File: src/rtl/tdm_demux.sv
// Receive side of the 8:1 select-mux TDM link: collects one serial bit per slot
// and presents each complete frame as a parallel word through a valid/ready register.

module tdm_demux_slot (
  input  logic clk,
  input  logic rst_n,
  input  logic i_we,
  input  logic i_d,
  output logic o_q
);
  logic r_q;

  always_ff @(posedge clk or negedge rst_n) begin
    if (!rst_n)    r_q <= 1'b0;
    else if (i_we) r_q <= i_d;
  end

  assign o_q = r_q;
endmodule

module tdm_demux #(
  parameter int N_CH  = 8,
  parameter int SEL_W = 3
) (
  input  logic             clk,
  input  logic             rst_n,
  input  logic             i_din,
  input  logic             i_din_valid,
  input  logic             i_sof,
  output logic [SEL_W-1:0] o_sel_out,
  output logic [N_CH-1:0]  o_dout,
  output logic             o_dout_valid,
  input  logic             i_dout_ready,
  output logic             o_frame_err,
  output logic             o_overflow
);
  typedef enum logic {IDLE, COLLECT} state_t;

  localparam logic [SEL_W-1:0] LAST_SLOT = SEL_W'(N_CH - 1);

  state_t           r_state;
  logic [SEL_W-1:0] r_cnt;
  logic [N_CH-1:0]  r_dout;
  logic             r_dout_valid;
  logic             r_frame_err;
  logic             r_overflow;

  logic [N_CH-2:0]  w_shadow;
  logic [SEL_W-1:0] w_wr_slot;
  logic             w_shadow_we;
  logic             w_done;
  logic [N_CH-1:0]  w_word;

  // sof always lands in slot 0, whether it opens a frame or resyncs one
  assign w_wr_slot   = i_sof ? '0 : r_cnt;
  assign w_shadow_we = i_din_valid && (i_sof || (r_state == COLLECT));
  assign w_done      = i_din_valid && !i_sof && (r_state == COLLECT) && (r_cnt == LAST_SLOT);
  assign w_word      = {i_din, w_shadow};

  // The last slot bypasses the shadow and goes straight into the output word
  for (genvar g = 0; g < N_CH - 1; g++) begin : g_slot
    tdm_demux_slot u_slot (
      .clk   (clk),
      .rst_n (rst_n),
      .i_we  (w_shadow_we && (w_wr_slot == SEL_W'(g))),
      .i_d   (i_din),
      .o_q   (w_shadow[g])
    );
  end

  always_ff @(posedge clk or negedge rst_n) begin
    if (!rst_n) begin
      r_state      <= IDLE;
      r_cnt        <= '0;
      r_dout       <= '0;
      r_dout_valid <= 1'b0;
      r_frame_err  <= 1'b0;
      r_overflow   <= 1'b0;
    end else begin
      r_frame_err <= 1'b0;
      r_overflow  <= 1'b0;

      if (i_din_valid) begin
        case (r_state)
          IDLE: begin
            if (i_sof) begin
              r_cnt   <= SEL_W'(1);
              r_state <= COLLECT;
            end
          end
          COLLECT: begin
            if (i_sof) begin
              r_frame_err <= 1'b1;
              r_cnt       <= SEL_W'(1);
            end else if (r_cnt == LAST_SLOT) begin
              r_cnt   <= '0;
              r_state <= IDLE;
            end else begin
              r_cnt <= r_cnt + 1'b1;
            end
          end
          default: begin
            r_cnt   <= '0;
            r_state <= IDLE;
          end
        endcase
      end

      // A full holding register with no taker drops the new word, not the old one
      if (w_done) begin
        if (!r_dout_valid || i_dout_ready) begin
          r_dout       <= w_word;
          r_dout_valid <= 1'b1;
        end else begin
          r_overflow <= 1'b1;
        end
      end else if (r_dout_valid && i_dout_ready) begin
        r_dout_valid <= 1'b0;
      end
    end
  end

  assign o_sel_out    = r_cnt;
  assign o_dout       = r_dout;
  assign o_dout_valid = r_dout_valid;
  assign o_frame_err  = r_frame_err;
  assign o_overflow   = r_overflow;
endmodule

File: config.mk
export PLATFORM = sky130hd
export DESIGN_NAME = tdm_demux
export DESIGN_NICKNAME = d
export VERILOG_FILES = /design/src/rtl/tdm_demux.sv
export SDC_FILE = /design/constraint.sdc
export NUM_CORES = 1
export LEC_CHECK = 0
export ABC_AREA = 0
export BUFFER_PORTS_ARGS = -buffer_cell sky130_fd_sc_hd__buf_4
export CAP_MARGIN = 40
export CORE_MARGIN = 5
export CORE_UTILIZATION = 55
export CTS_BUF_LIST = sky130_fd_sc_hd__clkbuf_8
export DETAILED_ROUTE_END_ITERATION = 10
export MAX_ROUTING_LAYER = met4
export PLACE_DENSITY = 0.8
export SLEW_MARGIN = 20
export SYNTH_ARGS = -nofsm -noshare
export SYNTH_HDL_FRONTEND = slang
export SYNTH_SLANG_ARGS = --single-unit
File: constraint.sdc
create_clock -name clk -period 2.3 [get_ports clk]
set_input_delay 0.115 -clock clk [delete_from_list [all_inputs] [get_ports clk]]
set_output_delay 0.115 -clock clk [all_outputs]
set_load 0.02 [all_outputs]
==> metrics.md, run 1 <==
| Metric | Value |
|---|---|
| Hold_buf cts | 1 |
| Final hold slack | approximately 0.10 ns |
| Top cell by count, worst path | ha_1 |
| Initial antenna violation count | 0 |
| Critical path, cell by cell | ha_1 > ha_1 > nand4b_1 > nor2b_2 > buf_4 > mux2_4 |
| Starting Density | 58.1% |
| Max Slew Vio Count | 0 |
| CP max stage delay | between 0.5 and 0.6 ns |
| Power per cell area | 889 nW/µm² |
| CP Data Arrival Time | 2.06 ns |
| Max Root-Sink Buffers | 2 |
| Die Ht | between 50 and 60 µm |
| Number of post-CTS setup repair buffers | 0 |
| Synth area leaders | dfrtp_1 54%, mux2_4 12%, mux2_1 5.5% |
| Pin count of the biggest net entering global routing | 23 |
| DP HPWL | 1310 µm |
| Total die area | ~2800 µm² |
| Fillers | roughly 130 |
| DRC viols | 0 |
| I/O pins | 20 |
| Area of placed instances | 1160 µm² |
| Worst hold path class | primary input to register |
| Pleak | 0.609 nW |
| Worst-path clk slew | around 0.070 ns |
| Final Wtd Congestion | ~0.9 |
| Worst setup SP type | register |
| Clock latency on the worst-skew pair | 0.26 ns |
| Final Hold Fails | 0 |
| Vias per cell | 5.45 |
| RSZ-0062 raised after global routing | false |
| Cts bufs inserted | 3 |
| Critical Path Sink Type | register |
| Gr ovfl total | 0 |
| Clk root buf | clkbuf_8 |
| Iter 0 DRT Violations | 14 |
| Yosys warns | 0 |
| Reg2reg setup slack | about 0.38 ns |
| Sequential area share after synthesis | between 50% and 60% |
| Rows | 15 |
| First-pass GRT wire length | 3060 µm |
| Setup violators final | 0 |
| Synth-to-layout area growth | 21.2% |
| Crit-path slowest cell | dfrtp_1 |
| CTS tree | yes |
| DRT antenna net count | 0 |
| CTS Sinks | 22 |
| Final setup TNS | 0 ns |
| Slew margin rel. | ~79% |
| H-tree depth | 1 |
| Layout cells sized above 1 | 37.5% |
| Placeable Area | around 1700 µm² |
| Vias in the first global route | approximately 650 |
| Global Route Usage Sum | 16.1% |
| DR vias | between 600 and 700 |
| Final worst path period share | a little over four fifths |
| First-pass detailed-route iteration total | 4 |
| Minimum clock period after layout | between 1.5 and 2 ns |
| Yosys cell types | 27 |
| Worst Max-Slew Pin Slew | approximately 0.32 ns |
| Final wirelength | between 1500 and 2000 µm |
| Mapped Cells | 75 |
| Syn avg cell area | approximately 14 µm² |
| Synth Net Count | 84 |
| Diodes inserted | 0 |
| Critical Path Fanout Max | 11 |
| Post-cts resize count | 0 |
| Clk_skew | about 0.0042 ns |
| Post-route cell area | approximately 1200 µm² |
| Crit path max-delay family | flip-flops |
| Wire per inst | ~15 µm |
| Cell taking the most area after synthesis | dfrtp_1 |
| Buffers on Ports | 19 |
| Worst path required time | 2.44 ns |
| Synth top area share | around 54% |
| Status | complete, no violations |
| Nets | 106 |
| Worst VDD drop | around 0.54 mV |
| Max frequency | 0.520 GHz |
| DIE WIDTH | around 53 µm |
| Synth Register Bits | 22 |
| Crit path buf inv count | 1 |
| CP Class | register to register |
| Post-Syn Area | approximately 1000 µm² |
| Max-cap violation count | 0 |
[cell usage in the layout, fill, tap and decap left out, types with 2 or more instances in the layout]
cell and n:
nand2_1 5, o22ai_1 2, ha_1 3, mux2_4 8
nand3_1 3, nand4b_1 2, mux2_2 2, clkbuf_8 4
mux2_1 5, nor3_1 2, buf_4 20, dfrtp_1 22
inv_1 3, nor3b_1 2
[cell families after synthesis]
group | synth area share (%)
flip-flops | 54.3
multiplexers | 19.6
AND/OR/NAND/NOR | 13.4
buffers and inverters | 4.19
AO/OA/AOI/OAI | 4.81
adder cells (fa/ha/maj) | 3.70
[metal layers]
| metal | vias up | share of wire [%] | GRT usage, % |
|---|---|---|---|
| met2 | 17 | 47 | 22.3 |
| met3 | 4 | 5.6 | 4.51 |
| met5 | - | 0 | - |
| li1 | 311 | - | - |
| met4 | 0 | 2.6 | 8.94 |
| met1 | 328 | 45 | 21.2 |
[Yosys cell counts]
cell,number
and3_1,1
buf_4,2
o21ai_0,1
mux2_2,2
nor2b_2,1
nand4b_1,2
nand3b_1,1
ha_1,3
a22o_1,1
buf_2,1
o22ai_1,2
o21ai_1,1
inv_1,3
nand3_1,3
nand2_1,5
nor3_1,2
nand2b_1,1
mux2_1,5
o21a_1,1
nor4b_2,1
dfrtp_1,22
and4bb_1,1
nor2_1,1
mux2_4,8
buf_6,1
nor3b_1,2
o32a_1,1
[worst paths after layout]
path                                           start              endpoint  depth (start not counted)
worst max register to register          o_sel_out[0]             o_dout[1]                          6
worst min register to register  g_slot[1].u_slot.o_q  g_slot[1].u_slot.o_q                          1
worst min-delay path                           i_sof          o_sel_out[2]                          2
min in group asynchronous                      rst_n             o_dout[0]                          2
max in group asynchronous                      rst_n           o_frame_err                          2
worst max-delay path                    o_sel_out[0]             o_dout[1]                          6
[power breakdown]
part,total (W),switching [W],internal (W)
Sequential,0.000546,0.0000713,0.000474
Combinational,0.000282,0.000128,0.000154
Clock,0.000266,0.000114,0.000152
Total,0.00109,0.000313,0.000781
[registers in the layout (all words and copies together) (netlist names)]
| name | count |
|---|---|
| o_overflow | 1 |
| g_slot.u_slot.o_q | 7 |
| r_state | 1 |
| o_dout | 8 |
| o_sel_out | 3 |
| o_frame_err | 1 |
| o_dout_valid | 1 |
[metrics by stage]
stage | power, W | cells | utilization, % | worst slack (ns)
final | 0.00109 | 121 | 70.5 | 0.378
after global routing | 0.00116 | 121 | 70.5 | 0.232
after CTS | 0.00110 | 121 | 70.5 | 0.386
after detailed placement | 0.000838 | 116 | 66.7 | 0.405
after global placement | 0.000828 | 116 | 66.7 | 0.518
after floorplan | 0.000727 | 75 | - | 0.517
[area by class of cell]
cell class,count,area [µm²],area share (%)
Clock buffer,4,55.1,4.48
Inverter,3,11.3,0.916
Multi-Input combinational cell,46,422,34.3
Sequential cell,22,551,44.8
Tap cell,25,31.3,2.54
Timing Repair Buffer,21,160,13.0
(Power assumes the default switching activity.)
==> run 2, diff against run 1 <==
--- a/config.mk
+++ b/config.mk
@@ -9,11 +9,11 @@
 export BUFFER_PORTS_ARGS = -buffer_cell sky130_fd_sc_hd__buf_4
 export CAP_MARGIN = 40
 export CORE_MARGIN = 5
-export CORE_UTILIZATION = 55
+export CORE_UTILIZATION = 50
 export CTS_BUF_LIST = sky130_fd_sc_hd__clkbuf_8
 export DETAILED_ROUTE_END_ITERATION = 10
 export MAX_ROUTING_LAYER = met4
-export PLACE_DENSITY = 0.8
+export PLACE_DENSITY = 0.76
 export SLEW_MARGIN = 20
 export SYNTH_ARGS = -nofsm -noshare
 export SYNTH_HDL_FRONTEND = slang
==> constraint.sdc (replaced) <==
create_clock -name clk -period 1.6 [get_ports clk]
set_input_delay 0.08 -clock clk [delete_from_list [all_inputs] [get_ports clk]]
set_output_delay 0.08 -clock clk [all_outputs]
set_load 0.02 [all_outputs]
==> metrics.md, run 2 (synthesis gave the netlist of run 1 again) <==
| Metric | Value |
|---|---|
| Status | complete, no violations (unchanged) |
| Gr ovfl total | 0 (unchanged) |
| Clk_skew | 0.00524 ns (was 0.00424 ns) |
| Final hold slack | 0.0567 ns (was 0.101 ns) |
| Rows | 16 (was 15) |
| CTS tree | yes (unchanged) |
| Final Wtd Congestion | 0.795 (was 0.923) |
| I/O pins | 20 (unchanged) |
| Vias per cell | 5.10 (was 5.45) |
| DP HPWL | 1290 µm (was 1310 µm) |
| Buffers on Ports | 19 (unchanged) |
| Combinational Power Share | 26.9% (was 25.8%) |
| Die Ht | 55.1 µm (was 53.0 µm) |
| DR vias | 653 (was 660) |
| First-pass detailed-route iteration total | 2 (was 4) |
| Nets | 111 (was 106) |
| Power per cell area | 1320 nW/µm² (was 889 nW/µm²) |
| Critical Path Fanout Max | 8 (was 11) |
| Worst Max-Slew Pin Slew | 0.283 ns (was 0.315 ns) |
| Global Route Usage Sum | 14.8% (was 16.1%) |
| Commonest non-fill, non-tap cells in the layout | 24 x buf_4, 20 x dfrtp_1, 8 x mux2_4, 5 x nand2_1, 5 x mux2_1 (was 22 x dfrtp_1, 20 x buf_4, 8 x mux2_4, 5 x nand2_1, 5 x mux2_1) |
| Hold path depth | 2 (unchanged) |
| Synth-to-layout area growth | 30.7% (was 21.2%) |
| Max Slew Vio Count | 0 (unchanged) |
| Worst hold path class | primary input to register (unchanged) |
| DIE WIDTH | 55.1 µm (was 53.0 µm) |
| Wire per inst | 14.1 µm (was 14.8 µm) |
| Initial antenna violation count | 0 (unchanged) |
| Seq pwr share | 44.0% (was 49.9%) |
| Clk root buf | clkbuf_8 (unchanged) |
| Iter 0 DRT Violations | 2 (was 14) |
| CTS Sinks | 22 (unchanged) |
| Max-cap violation count | 0 (unchanged) |
| FF-to-FF path depth | 6 (unchanged) |
| Cts bufs inserted | 3 (unchanged) |
| Critical Path Sink Type | register (unchanged) |
| Minimum clock period after layout | 1.55 ns (was 1.92 ns) |
| Diodes inserted | 0 (unchanged) |
| Final wirelength | 1800 µm (was 1790 µm) |
| First-pass GRT wire length | 2960 µm (was 3060 µm) |
| Max frequency | 0.645 GHz (was 0.520 GHz) |
| Vias in the first global route | 613 (was 649) |
| Pleak | 0.637 nW (was 0.609 nW) |
| Setup violators final | 0 (unchanged) |
| Net Switching | 0.000478 W (was 0.000313 W) |
| Final Power | 0.00175 W (was 0.00109 W) |
| CP Class | register to register (unchanged) |
| Starting Density | 52.3% (was 58.1%) |
| Layout cells sized above 1 | 44.6% (was 37.5%) |
| Worst-path clk slew | 0.08 ns (was 0.07 ns) |
| Slew margin rel. | 81.1% (was 79.0%) |
| Worst path required time | 1.75 ns (was 2.44 ns) |
| Total die area | 3030 µm² (was 2800 µm²) |
| Clock latency on the worst-skew pair | 0.26 ns (about the same) |
| Clock power frac | 29.1% (was 24.3%) |
| Final Hold Fails | 0 (unchanged) |
| Final worst path period share | 96.9% (was 83.5%) |
| Placeable Area | 1940 µm² (was 1750 µm²) |
| Max Root-Sink Buffers | 2 (unchanged) |
| H-tree depth | 1 (unchanged) |
| DRT antenna net count | 0 (unchanged) |
| CP Data Arrival Time | 1.70 ns (was 2.06 ns) |
| Worst setup SP type | register (unchanged) |
| Commonest non-fill, non-tap cell in the layout | buf_4 (was dfrtp_1) |
| Worst VDD drop | 0.970 mV (was 0.543 mV) |
| Internal | 0.00127 W (was 0.000781 W) |
| DRC viols | 0 (unchanged) |
| Max reg flops | 8 (unchanged) |
| Pin count of the biggest net entering global routing | 23 (unchanged) |
| Sw frac | 27.3% (was 28.6%) |
[run 2: cell count changes in the layout (fill, tap and decap cells not counted), sizes merged]
| cell | previous run | this run |
|---|---|---|
| buf | 20 | 25 |
| bufinv | 0 | 1 |
| clkbuf | 4 | 3 |
[run 2: repair_timing]
action	in CTS	in global routing
hold buffers	1	0
hold endpoints to repair	22	0
resized for setup	0	0
setup buffers	0	1
endpoints found under the setup margin	0	8
[run 2: path summary, 6_finish.rpt]
kind | slack [ns] | startpoint | end
worst min register to register | 0.50 | g_slot[2].u_slot.o_q | g_slot[2].u_slot.o_q
worst max register to register | 0.05 | o_sel_out[1] | o_dout[0]
max in group asynchronous | 1.11 | rst_n | o_sel_out[1]
worst max-delay path | 0.05 | o_sel_out[1] | o_dout[0]
worst min-delay path | 0.06 | i_sof | o_sel_out[2]
min in group asynchronous | 0.26 | rst_n | o_dout[5]
[run 2: critical path, cell delays in order, from the launching register on]
cell	delay, ns
dfrtp_2	0.39
ha_4	0.15
ha_4	0.12
nand4b_1	0.14
nor2b_2	0.19
buf_12	0.15
mux2_4	0.30
[run 2: layout make-up]
class | instances | area [µm²]
fillers | 153 | 616
flip-flops and latches | 22 | 553
multi-input cells | 46 | 447
repair buffers | 26 | 210
clock buffers | 3 | 41.3
well taps | 27 | 33.8
clock inverters | 1 | 30.0
inverters | 3 | 11.3
[run 2: through the flow]
stage / worst slack, ns / instance area, µm² / util [%] / instances / TNS, ns
after global placement: 0.103 / 1240 / 63.7 / 122 / 0
after detailed placement: 0.0788 / 1240 / 63.7 / 122 / 0
after floorplan: -0.0258 / 1040 / - / 75 / -0.207
after global routing: -0.00598 / 1330 / 68.3 / 128 / -0.00598
final: 0.0490 / 1330 / 68.3 / 128 / 0
after CTS: 0.0566 / 1320 / 67.9 / 127 / 0
[run 2: routing by layer]
layer  track usage (%)  share of wire, %  vias to the layer above  routed length [µm]
met4              8.10               1.6                        0                  28
met2              21.3                48                       16                 867
li1                  -                 -                      318                   -
met1              18.2                47                      313                 841
met5                 -                 0                        -                   0
met3              5.09               3.5                        6                  63
[run 2: power groups by stage]
stage / Combinational, W / Clock [W] / Sequential (W)
floorplan: 0.000223 / 0 / 0.000841
global placement: 0.000460 / 0 / 0.000776
detailed placement: 0.000472 / 0 / 0.000783
CTS: 0.000478 / 0.000521 / 0.000771
global route: 0.000511 / 0.000556 / 0.000788
finish: 0.000471 / 0.000509 / 0.000769
==> run 3, diff against run 2 <==
--- a/config.mk
+++ b/config.mk
@@ -12,7 +12,6 @@
 export CORE_UTILIZATION = 50
 export CTS_BUF_LIST = sky130_fd_sc_hd__clkbuf_8
 export DETAILED_ROUTE_END_ITERATION = 10
-export MAX_ROUTING_LAYER = met4
 export PLACE_DENSITY = 0.76
 export SLEW_MARGIN = 20
 export SYNTH_ARGS = -nofsm -noshare
==> metrics.md, run 3 (synthesis gave the netlist of run 1 again) <==
| Metric | Value |
|---|---|
| Commonest non-fill, non-tap cell in the layout | buf_4 (unchanged) |
| Sw frac | 27.6% (was 27.3%) |
| Final worst path period share | 96.9% (about the same) |
| Nets | 111 (unchanged) |
| Max Slew Vio Count | 0 (unchanged) |
| Clock latency on the worst-skew pair | 0.26 ns (about the same) |
| Post-cts resize count | 0 (unchanged) |
| Global Route Usage Sum | 14.2% (was 14.8%) |
| CP Class | register to register (unchanged) |
| Slew margin rel. | 80.6% (was 81.1%) |
| Placed Instances | 122 (unchanged) |
| CTS tree | yes (unchanged) |
| Fin cells | 128 (unchanged) |
| CTS Sinks | 22 (unchanged) |
| Wire per inst | 14.2 µm (was 14.1 µm) |
| Max-cap violation count | 0 (unchanged) |
| Fillers | 153 (unchanged) |
| Final wirelength | 1820 µm (was 1800 µm) |
| Worst VDD drop | 0.981 mV (was 0.970 mV) |
| Clk_skew | 0.00376 ns (was 0.00524 ns) |
| Final setup TNS | 0 ns (unchanged) |
| Vias in the first global route | 623 (was 613) |
| Final Wtd Congestion | 0.784 (was 0.795) |
| Setup violators final | 0 (unchanged) |
| Net Switching | 0.000485 W (was 0.000478 W) |
| Cts bufs inserted | 3 (unchanged) |
| Power per cell area | 1320 nW/µm² (about the same) |
| H-tree depth | 1 (unchanged) |
| Vias per cell | 5.05 (was 5.10) |
| DP HPWL | 1290 µm (unchanged) |
| Minimum clock period after layout | 1.55 ns (about the same) |
| Starting Density | 52.3% (unchanged) |
| DR vias | 647 (was 653) |
| FF-to-FF Start | o_sel_out[1] (unchanged) |
| Total die area | 3030 µm² (unchanged) |
| Post-route cell area | 1330 µm² (unchanged) |
| Pleak | 0.637 nW (unchanged) |
| Die Ht | 55.1 µm (unchanged) |
| DIE WIDTH | 55.1 µm (unchanged) |
| Worst hold path class | primary input to register (unchanged) |
| Crit path from | o_sel_out[1] (unchanged) |
| CP Data Arrival Time | 1.70 ns (about the same) |
| Critical Path Fanout Max | 8 (unchanged) |
| Gr ovfl total | 0 (unchanged) |
| Worst setup SP type | register (unchanged) |
| Worst path required time | 1.75 ns (about the same) |
| Pin count of the biggest net entering global routing | 23 (unchanged) |
| Rows | 16 (unchanged) |
| I/O pins | 20 (unchanged) |
| Area of placed instances | 1240 µm² (unchanged) |
| Max Root-Sink Buffers | 2 (unchanged) |
| Layout cells sized above 1 | 44.6% (unchanged) |
| Max frequency | 0.645 GHz (about the same) |
| Final Hold Fails | 0 (unchanged) |
| First-pass GRT wire length | 2950 µm (was 2960 µm) |
| Buffers on Ports | 19 (unchanged) |
| Iter 0 DRT Violations | 5 (was 2) |
| Max reg flops | 8 (unchanged) |
| Seq pwr share | 43.9% (was 44.0%) |
| Internal | 0.00127 W (about the same) |
| Critical Path Sink Type | register (unchanged) |
| Combinational Power Share | 26.9% (about the same) |
| Worst Max-Slew Pin Slew | 0.291 ns (was 0.283 ns) |
| Clock power frac | 29.3% (was 29.1%) |
| Synth-to-layout area growth | 30.7% (unchanged) |
| Initial antenna violation count | 0 (unchanged) |
| DRT antenna net count | 0 (unchanged) |
| Diodes inserted | 0 (unchanged) |
| Placeable Area | 1940 µm² (unchanged) |
| First-pass detailed-route iteration total | 2 (unchanged) |
| DRC viols | 0 (unchanged) |
| Commonest non-fill, non-tap cells in the layout | 24 x buf_4, 20 x dfrtp_1, 8 x mux2_4, 5 x nand2_1, 5 x mux2_1 (unchanged) |
| Worst-path clk slew | 0.08 ns (about the same) |
| Clk root buf | clkbuf_8 (unchanged) |
| Worst hold path startpoint | i_sof (unchanged) |
| Status | complete, no violations (unchanged) |
[run 3: layer usage]
metal,global-route usage [%],vias to the layer above,share of wire [%]
li1,-,318,-
met1,18.0,309,47
met2,21.3,16,48
met3,4.56,4,3.8
met4,8.10,0,1.3
met5,0,-,0
[run 3: power groups by stage]
stage / registers, W / clock network [W] / logic, W
after global placement: 0.000776 / 0 / 0.000460
after floorplan: 0.000841 / 0 / 0.000223
after detailed placement: 0.000783 / 0 / 0.000472
final: 0.000770 / 0.000514 / 0.000472
after global routing: 0.000788 / 0.000552 / 0.000511
after CTS: 0.000771 / 0.000521 / 0.000478
[run 3: worst max-delay path, cell delays in order, from the launching register on]
cell	delay (ns)
dfrtp_2	0.39
ha_4	0.15
ha_4	0.12
nand4b_1	0.14
nor2b_2	0.19
buf_12	0.15
mux2_4	0.30
[run 3: repair_timing]
item | CTS | global route
hold endpoints to repair | 22 | 0
hold buffers | 1 | 0
buffers inserted | 0 | 1
endpoints found under the setup margin | 0 | 8
[run 3: worst paths after layout]
kind | slack [ns] | endpoint | cells after the start
max | 0.05 | o_dout[0] | 6
min | 0.05 | o_sel_out[2] | 2
max reg2reg | 0.05 | o_dout[0] | 6
min reg2reg | 0.50 | g_slot[1].u_slot.o_q | 1
max in group asynchronous | 1.11 | o_sel_out[1] | 2
min in group asynchronous | 0.26 | o_dout[5] | 2
[run 3: per-stage QoR]
stage / power (W) / util (%) / worst slack (ns) / hold slack (ns)
6_report: 0.00176 / 68.3 / 0.0490 / 0.0524
5_1_grt: 0.00185 / 68.3 / -0.00598 / 0.0645
4_1_cts: 0.00177 / 67.9 / 0.0566 / 0.0516
3_5_place_dp: 0.00126 / 63.7 / 0.0788 / -0.0204
3_3_place_gp: 0.00124 / 63.7 / 0.103 / -0.0232
2_1_floorplan: 0.00106 / - / -0.0258 / -0.216
[run 3: final cells by class]
| cell class | count | area (µm²) | area share (%) |
|---|---|---|---|
| sequential | 22 | 553 | 41.7 |
| multi-input combinational | 46 | 447 | 33.7 |
| timing repair buffer | 26 | 210 | 15.8 |
| clock buffer | 3 | 41.3 | 3.11 |
| tap | 27 | 33.8 | 2.55 |
| clock inverter | 1 | 30.0 | 2.26 |
| inverter | 3 | 11.3 | 0.849 |
